`config.mk`:
```
export PLATFORM = sky130hd
export DESIGN_NAME = mux8_rr_arbiter_flat
export DESIGN_NICKNAME = d
export VERILOG_FILES = /design/src/rtl/mux_ctrl_pkg.sv /design/src/rtl/mux8_rr_arbiter_if.sv /design/src/rtl/rr_priority_pick.sv /design/src/rtl/mux8_rr_arbiter.sv /design/src/flat_wrapper.sv
export SDC_FILE = /design/constraint.sdc
export NUM_CORES = 1
export LEC_CHECK = 0
export ABC_CLOCK_PERIOD_IN_PS = 6650
export BUFFER_PORTS_ARGS = -buffer_cell sky130_fd_sc_hd__buf_2
export CORE_MARGIN = 8
export CORE_UTILIZATION = 52
export DETAILED_ROUTE_END_ITERATION = 10
export PLACE_DENSITY = 0.71
export SYNTH_ARGS = -nofsm -noshare
export SYNTH_HDL_FRONTEND = slang
export SYNTH_HIERARCHICAL = 1
export SYNTH_SLANG_ARGS = --single-unit
```
`constraint.sdc`:
```
create_clock -name clk -period 6.65 [get_ports clk]
set_input_delay 0.3325 -clock clk [delete_from_list [all_inputs] [get_ports clk]]
set_output_delay 0.3325 -clock clk [all_outputs]
set_load 0.03 [all_outputs]
```
`src/rtl/mux_ctrl_pkg.sv`:
```
// Shared types, sizes and the round-robin pick helper for the 8-way mux arbiter.
// Pure declarations: no state, no timing.
package mux_ctrl_pkg;

    localparam int N_REQ = 8;
    localparam int SEL_W = 3;

    typedef enum logic {IDLE, GRANT} state_t;

    // Returns {found, index}: first set bit of req scanning start, start+1, ... mod N_REQ.
    function automatic logic [SEL_W:0] rr_pick(input logic [N_REQ-1:0] req,
                                               input logic [SEL_W-1:0] start);
        logic             found;
        logic [SEL_W-1:0] index;
        logic [SEL_W-1:0] idx;
        found = 1'b0;
        index = '0;
        for (int i = 0; i < N_REQ; i++) begin
            idx = start + SEL_W'(i);
            if (!found && req[idx]) begin
                found = 1'b1;
                index = idx;
            end
        end
        return {found, index};
    endfunction

endpackage

```
`src/rtl/mux8_rr_arbiter_if.sv`:
```
// Request/grant bundle between the requesting units and the mux arbiter.
// The arbiter sits on the slave side; requesters drive req/last from the master side.
interface mux8_rr_arbiter_if;
    import mux_ctrl_pkg::*;

    logic [N_REQ-1:0] req;
    logic [N_REQ-1:0] last;
    logic [SEL_W-1:0] Select;
    logic [N_REQ-1:0] grant;
    logic             busy;
    logic             preempt;

    modport master (output req, output last,
                    input Select, input grant, input busy, input preempt);

    modport slave  (input req, input last,
                    output Select, output grant, output busy, output preempt);

endinterface

```
`src/rtl/rr_priority_pick.sv`:
```
// Combinational 8-way rotate-and-priority-encode; zero latency.
// No flow control: result follows the inputs within the same cycle.
module rr_priority_pick
    import mux_ctrl_pkg::*;
(
    input  logic [N_REQ-1:0] req,
    input  logic [SEL_W-1:0] start,
    output logic             found,
    output logic [SEL_W-1:0] index
);

    assign {found, index} = rr_pick(req, start);

endmodule

```
`src/rtl/mux8_rr_arbiter.sv`:
```
// Round-robin owner of the shared 8:1 datapath mux; grant one cycle after req, back-to-back handover.
// Tenure ends on owner last, owner dropping req, or the MAX_HOLD limit (preempt pulse).
module mux8_rr_arbiter
    import mux_ctrl_pkg::*;
#(
    parameter int MAX_HOLD = 16,
    parameter int CNT_W    = 8
) (
    input  logic               clk,
    input  logic               reset,
    mux8_rr_arbiter_if.slave   bus
);

    localparam logic [CNT_W-1:0] HOLD_LIM = CNT_W'(MAX_HOLD);

    state_t           state_q, state_d;
    logic [N_REQ-1:0] grant_q, grant_d;
    logic [SEL_W-1:0] owner_q, owner_d;
    logic [SEL_W-1:0] ptr_q, ptr_d;
    logic [CNT_W-1:0] hold_q, hold_d;
    logic             preempt_q, preempt_d;

    logic [N_REQ-1:0] pick_req;
    logic [SEL_W-1:0] pick_start;
    logic             pick_found;
    logic [SEL_W-1:0] pick_idx;

    logic own_req;
    logic rel_normal;
    logic at_limit;
    logic release_now;

    assign own_req     = bus.req[owner_q];
    assign rel_normal  = own_req & bus.last[owner_q];
    assign at_limit    = (hold_q == HOLD_LIM);
    assign release_now = rel_normal | ~own_req | at_limit;

    // One picker serves both searches: from ptr when idle, from owner+1 with the owner masked on handover.
    always_comb begin
        pick_req   = bus.req;
        pick_start = ptr_q;
        if (state_q == GRANT) begin
            pick_req   = bus.req & ~grant_q;
            pick_start = owner_q + SEL_W'(1);
        end
    end

    rr_priority_pick u_pick (
        .req   (pick_req),
        .start (pick_start),
        .found (pick_found),
        .index (pick_idx)
    );

    always_comb begin
        state_d   = state_q;
        grant_d   = grant_q;
        owner_d   = owner_q;
        ptr_d     = ptr_q;
        hold_d    = hold_q;
        preempt_d = 1'b0;

        case (state_q)
            IDLE: begin
                if (pick_found) begin
                    state_d           = GRANT;
                    owner_d           = pick_idx;
                    grant_d           = '0;
                    grant_d[pick_idx] = 1'b1;
                    hold_d            = CNT_W'(1);
                end
            end
            GRANT: begin
                if (release_now) begin
                    ptr_d     = owner_q + SEL_W'(1);
                    preempt_d = at_limit & ~rel_normal;
                    if (pick_found) begin
                        owner_d           = pick_idx;
                        grant_d           = '0;
                        grant_d[pick_idx] = 1'b1;
                        hold_d            = CNT_W'(1);
                    end else begin
                        state_d = IDLE;
                        grant_d = '0;
                    end
                end else begin
                    hold_d = hold_q + CNT_W'(1);
                end
            end
            default: begin
                state_d = IDLE;
                grant_d = '0;
            end
        endcase
    end

    always_ff @(posedge clk) begin
        if (reset) begin
            state_q   <= IDLE;
            grant_q   <= '0;
            owner_q   <= '0;
            ptr_q     <= '0;
            hold_q    <= '0;
            preempt_q <= 1'b0;
        end else begin
            state_q   <= state_d;
            grant_q   <= grant_d;
            owner_q   <= owner_d;
            ptr_q     <= ptr_d;
            hold_q    <= hold_d;
            preempt_q <= preempt_d;
        end
    end

    // Select tracks the current or most recent owner, so it simply mirrors owner_q.
    assign bus.grant   = grant_q;
    assign bus.Select  = owner_q;
    assign bus.busy    = (state_q == GRANT);
    assign bus.preempt = preempt_q;

endmodule

```
`src/flat_wrapper.sv`:
```
// flat-port wrapper written by rule: the top's interface ports become plain ports
module mux8_rr_arbiter_flat import mux_ctrl_pkg::*;
#(
    parameter int MAX_HOLD = 16,
    parameter int CNT_W    = 8
)
  (clk, reset, bus_req, bus_last, bus_Select, bus_grant, bus_busy, bus_preempt);
  mux8_rr_arbiter_if bus_i ();
  input  logic clk;
  input  logic reset;
  input wire logic [$bits(bus_i.req)-1:0] bus_req;
  input wire logic [$bits(bus_i.last)-1:0] bus_last;
  output wire logic [$bits(bus_i.Select)-1:0] bus_Select;
  output wire logic [$bits(bus_i.grant)-1:0] bus_grant;
  output wire logic [$bits(bus_i.busy)-1:0] bus_busy;
  output wire logic [$bits(bus_i.preempt)-1:0] bus_preempt;
  assign bus_i.req = bus_req;
  assign bus_i.last = bus_last;
  assign bus_Select = bus_i.Select;
  assign bus_grant = bus_i.grant;
  assign bus_busy = bus_i.busy;
  assign bus_preempt = bus_i.preempt;
  mux8_rr_arbiter #(.MAX_HOLD(MAX_HOLD), .CNT_W(CNT_W)) u_core (.clk(clk), .reset(reset), .bus(bus_i));
endmodule
```
==> metrics.csv <==
stage,metric,value,unit
drt,antenna_left,0,
critical_path,slowest_stage,ha_1,
grt,grt_pass1_vias,2134,
synthesis,ys.warnings.count,6,
drt,avgViaCountPerCell,6.48,
synthesis,syn-cell-area,0.00251,mm2
critical_path,r2r_cells,13,
sta,slew_headroom,0.177,
critical_path,ff2ff_setup_slack,1.89,ns
die,row_count,25,
clock_tree,cts_tree,done,
clock_tree,clock_sinks,24,
synthesis,synth.distinct_cells,64,
placement,dp_hpwl,4600,um
die,start_util,0.535,
drt,dr_total_vias,2313,
synthesis,synth_flop_cell,dfxtp_1,
clock_tree,cts_buffer_depth,2,
sta,maxSlewViolCount,0,
synthesis,synth.avg_cell_area,8.81,um2
die,die_width,85.5,um
critical_path,cp.arrival,4.93,ns
sta,max_freq,210,MHz
final_layout,fin_util,0.572,
grt,grt_max_degree,25,
final_layout,final_layout_size_suffix_gt1_frac,0.228,
final_layout,register_area,480,um2
die,dieArea,0.00731,mm2
critical_path,startpoint_type,flip-flop,
clock_tree,insertion_delay,0.26,ns
critical_path,crit_path_end_kind,flip-flop,
power_and_ir_drop,peakVddDrop,0.000168,V
sta,fin_crit,4.76,ns
sta,fin_skew,0.00302,ns
clock_tree,htree_num_levels,1,
grt,grt_overflow,0,
synthesis,synth-edff-count,0,
final_layout,fin_nets,327,
critical_path,cp_max_fo,17,
final_layout,layout_commonest_cell,buf_2,
placement,placed_area,0.00263,mm2
grt,grt_util_all_layers,0.171,
final_layout,multi_input_area,0.00184,mm2
power_and_ir_drop,power_density,459,mW/mm2
sta,rsz0062_at_grt,no,
drt,first_iter_violations,169,
synthesis,synth-seq-area-share,0.191,
synthesis,synth_seq_cells,24,
clock_tree,cts_resized,0,
outcome,status,"complete, no violations",
drt,dr.pass1.iters,5,
clock_tree,path_clk_slew,0.08,ns
grt,grt_pass1_wl,10500,um
drt,routed_wirelength,6280,um
critical_path,crit_type,reg -> reg,
hold_path,hp-class,reg -> reg,
power_and_ir_drop,power.total,1.23,mW
synthesis,netlist_instances,285,
clock_tree,cts_setup_buffers,0,
critical_path,worstPathRequired,6.81,ns
run,max_cap_viol_count,0,
placement,pre_cts_ws,2.00,ns
sta,setup_slack,1.89,ns
critical_path,critPathMaxStageDelay,0.69,ns
die,io_pins,31,
hold_path,hold_depth,2,
synthesis,ys_async_sr_fraction,0,
placement,io_buffers,30,
critical_path,path_cells,ha_1 -> mux2_2 -> inv_1 -> ha_1 -> mux4_2 -> a21oi_1 -> o311a_1 -> o21ai_2 -> nor3_2 -> nand2_1 -> inv_1 -> a22oi_2 -> o32ai_1,
die,core_area,0.00469,mm2
clock_tree,hold_buffers,0,
grt,antenna_found_initial,0,
synthesis,syn_nets,308,
sta,final-setup-viol-count,0,
sta,hold_violations,0,
final_layout,fin_area,0.00268,mm2
sta,tns,0,ns
sta,fin_crit_sh,0.716,
final_layout,area.growth.synth_to_final,6.83,%
final_layout,final_cell_mix,"buf_2 (30), nand2_1 (25), dfxtp_1 (24)",
final_layout,diodes,0,
placement,globalplace.congestion,0.856,
drt,drc_errors,0,
clock_tree,cts_root_buffer,clkbuf_8,
clock_tree,numCtsBuffers,3,
drt,wl_per_cell,17.6,um
power_and_ir_drop,leakagePower,1.04,nW
final_layout,fillers,423,
die,fp.dieH,85.5,um
sta,worst_slew_pin_slew,1.22,ns
critical path: cells and delay by family (launching register included):
kind	cells	cell delay (ns)
mux	2	1.07
compound gates	5	1.05
fa+ha+maj	2	0.93
flops	1	0.62
simple gates	2	0.56
buf+inv	2	0.43
per-layer routing:
metal,GRT usage,part of all wire
met2,0.283,0.49
met3,0.0267,0.055
met1,0.233,0.46
met4,0.0223,0.0030
met5,0,0
registers in the layout, indices dropped and copies added, names as in the netlist:
name and count:
u_core/bus.grant 8, u_core/hold_q 8, u_core/bus.Select 3, u_core/ptr_q 3
u_core/bus.busy 1, u_core/bus.preempt 1
report_power, final:
| part | internal, mW | switching, mW |
|---|---|---|
| sequential | 0.175 | 0.0352 |
| clock | 0.0528 | 0.0441 |
| combinational | 0.387 | 0.539 |
| total | 0.614 | 0.618 |
worst paths after layout:
| check | from | to |
|---|---|---|
| worst max-delay path | u_core/bus.Select[0]$_SDFFE_PP0P_ | u_core/bus.grant[7]$_SDFFE_PP0P_ |
| worst min-delay path | u_core/ptr_q[1]$_SDFFE_PP0P_ | u_core/ptr_q[1]$_SDFFE_PP0P_ |
| worst max register to register | u_core/bus.Select[0]$_SDFFE_PP0P_ | u_core/bus.grant[7]$_SDFFE_PP0P_ |
| worst min register to register | u_core/ptr_q[1]$_SDFFE_PP0P_ | u_core/ptr_q[1]$_SDFFE_PP0P_ |
metrics by stage:
stage	hold slack [ns]	cells
global route	0.491	357
detailed placement	0.456	353
CTS	0.466	357
global placement	0.445	353
finish	0.464	357
floorplan	0.432	285
cell type report:
type                            instances  share of cell area
Inverter                               22              0.0308
Sequential cell                        24               0.179
Clock buffer                            4              0.0205
Timing Repair Buffer                   31              0.0588
Tap cell                               54              0.0252
Multi-Input combinational cell        222               0.686
synth_stat cells (2+ instances only):
cell	number	area share
o32ai_1	8	0.028
mux4_2	12	0.11
and3_1	6	0.015
o211ai_1	10	0.030
nor2b_1	9	0.022
nor4_1	2	0.0050
and2_1	2	0.0050
xor2_1	2	0.0070
o21ai_0	7	0.014
buf_2	6	0.012
ha_1	5	0.025
clkbuf_1	6	0.0090
mux2_1	2	0.0090
o31ai_1	4	0.012
a22oi_1	2	0.0060
xnor2_1	2	0.0070
mux2_2	7	0.031
nor2_1	22	0.033
dfxtp_1	24	0.19
nand3_1	5	0.010
nand2b_1	4	0.010
o21a_1	4	0.012
mux4_1	5	0.052
nor3b_1	2	0.0060
a21oi_1	12	0.024
buf_6	4	0.018
nand2_1	25	0.037
mux2_4	2	0.012
inv_1	21	0.031
a31oi_1	3	0.0075
o311a_1	2	0.0080
mux2i_1	11	0.044
a2111oi_0	3	0.010
nor3_1	4	0.0080
a21boi_0	8	0.024
a21o_1	2	0.0060
o21ai_2	2	0.0070
a211oi_1	2	0.0060
cell families after synthesis:
family / count (synthesis) / synth area share
simple gates: 87 / 0.169
compound gates: 86 / 0.258
mux: 40 / 0.265
buf+inv: 39 / 0.0777
flops: 24 / 0.191
fa+ha+maj: 5 / 0.0249
xor+xnor: 4 / 0.0140
Note: power is estimated with default switching activity, not from simulation.
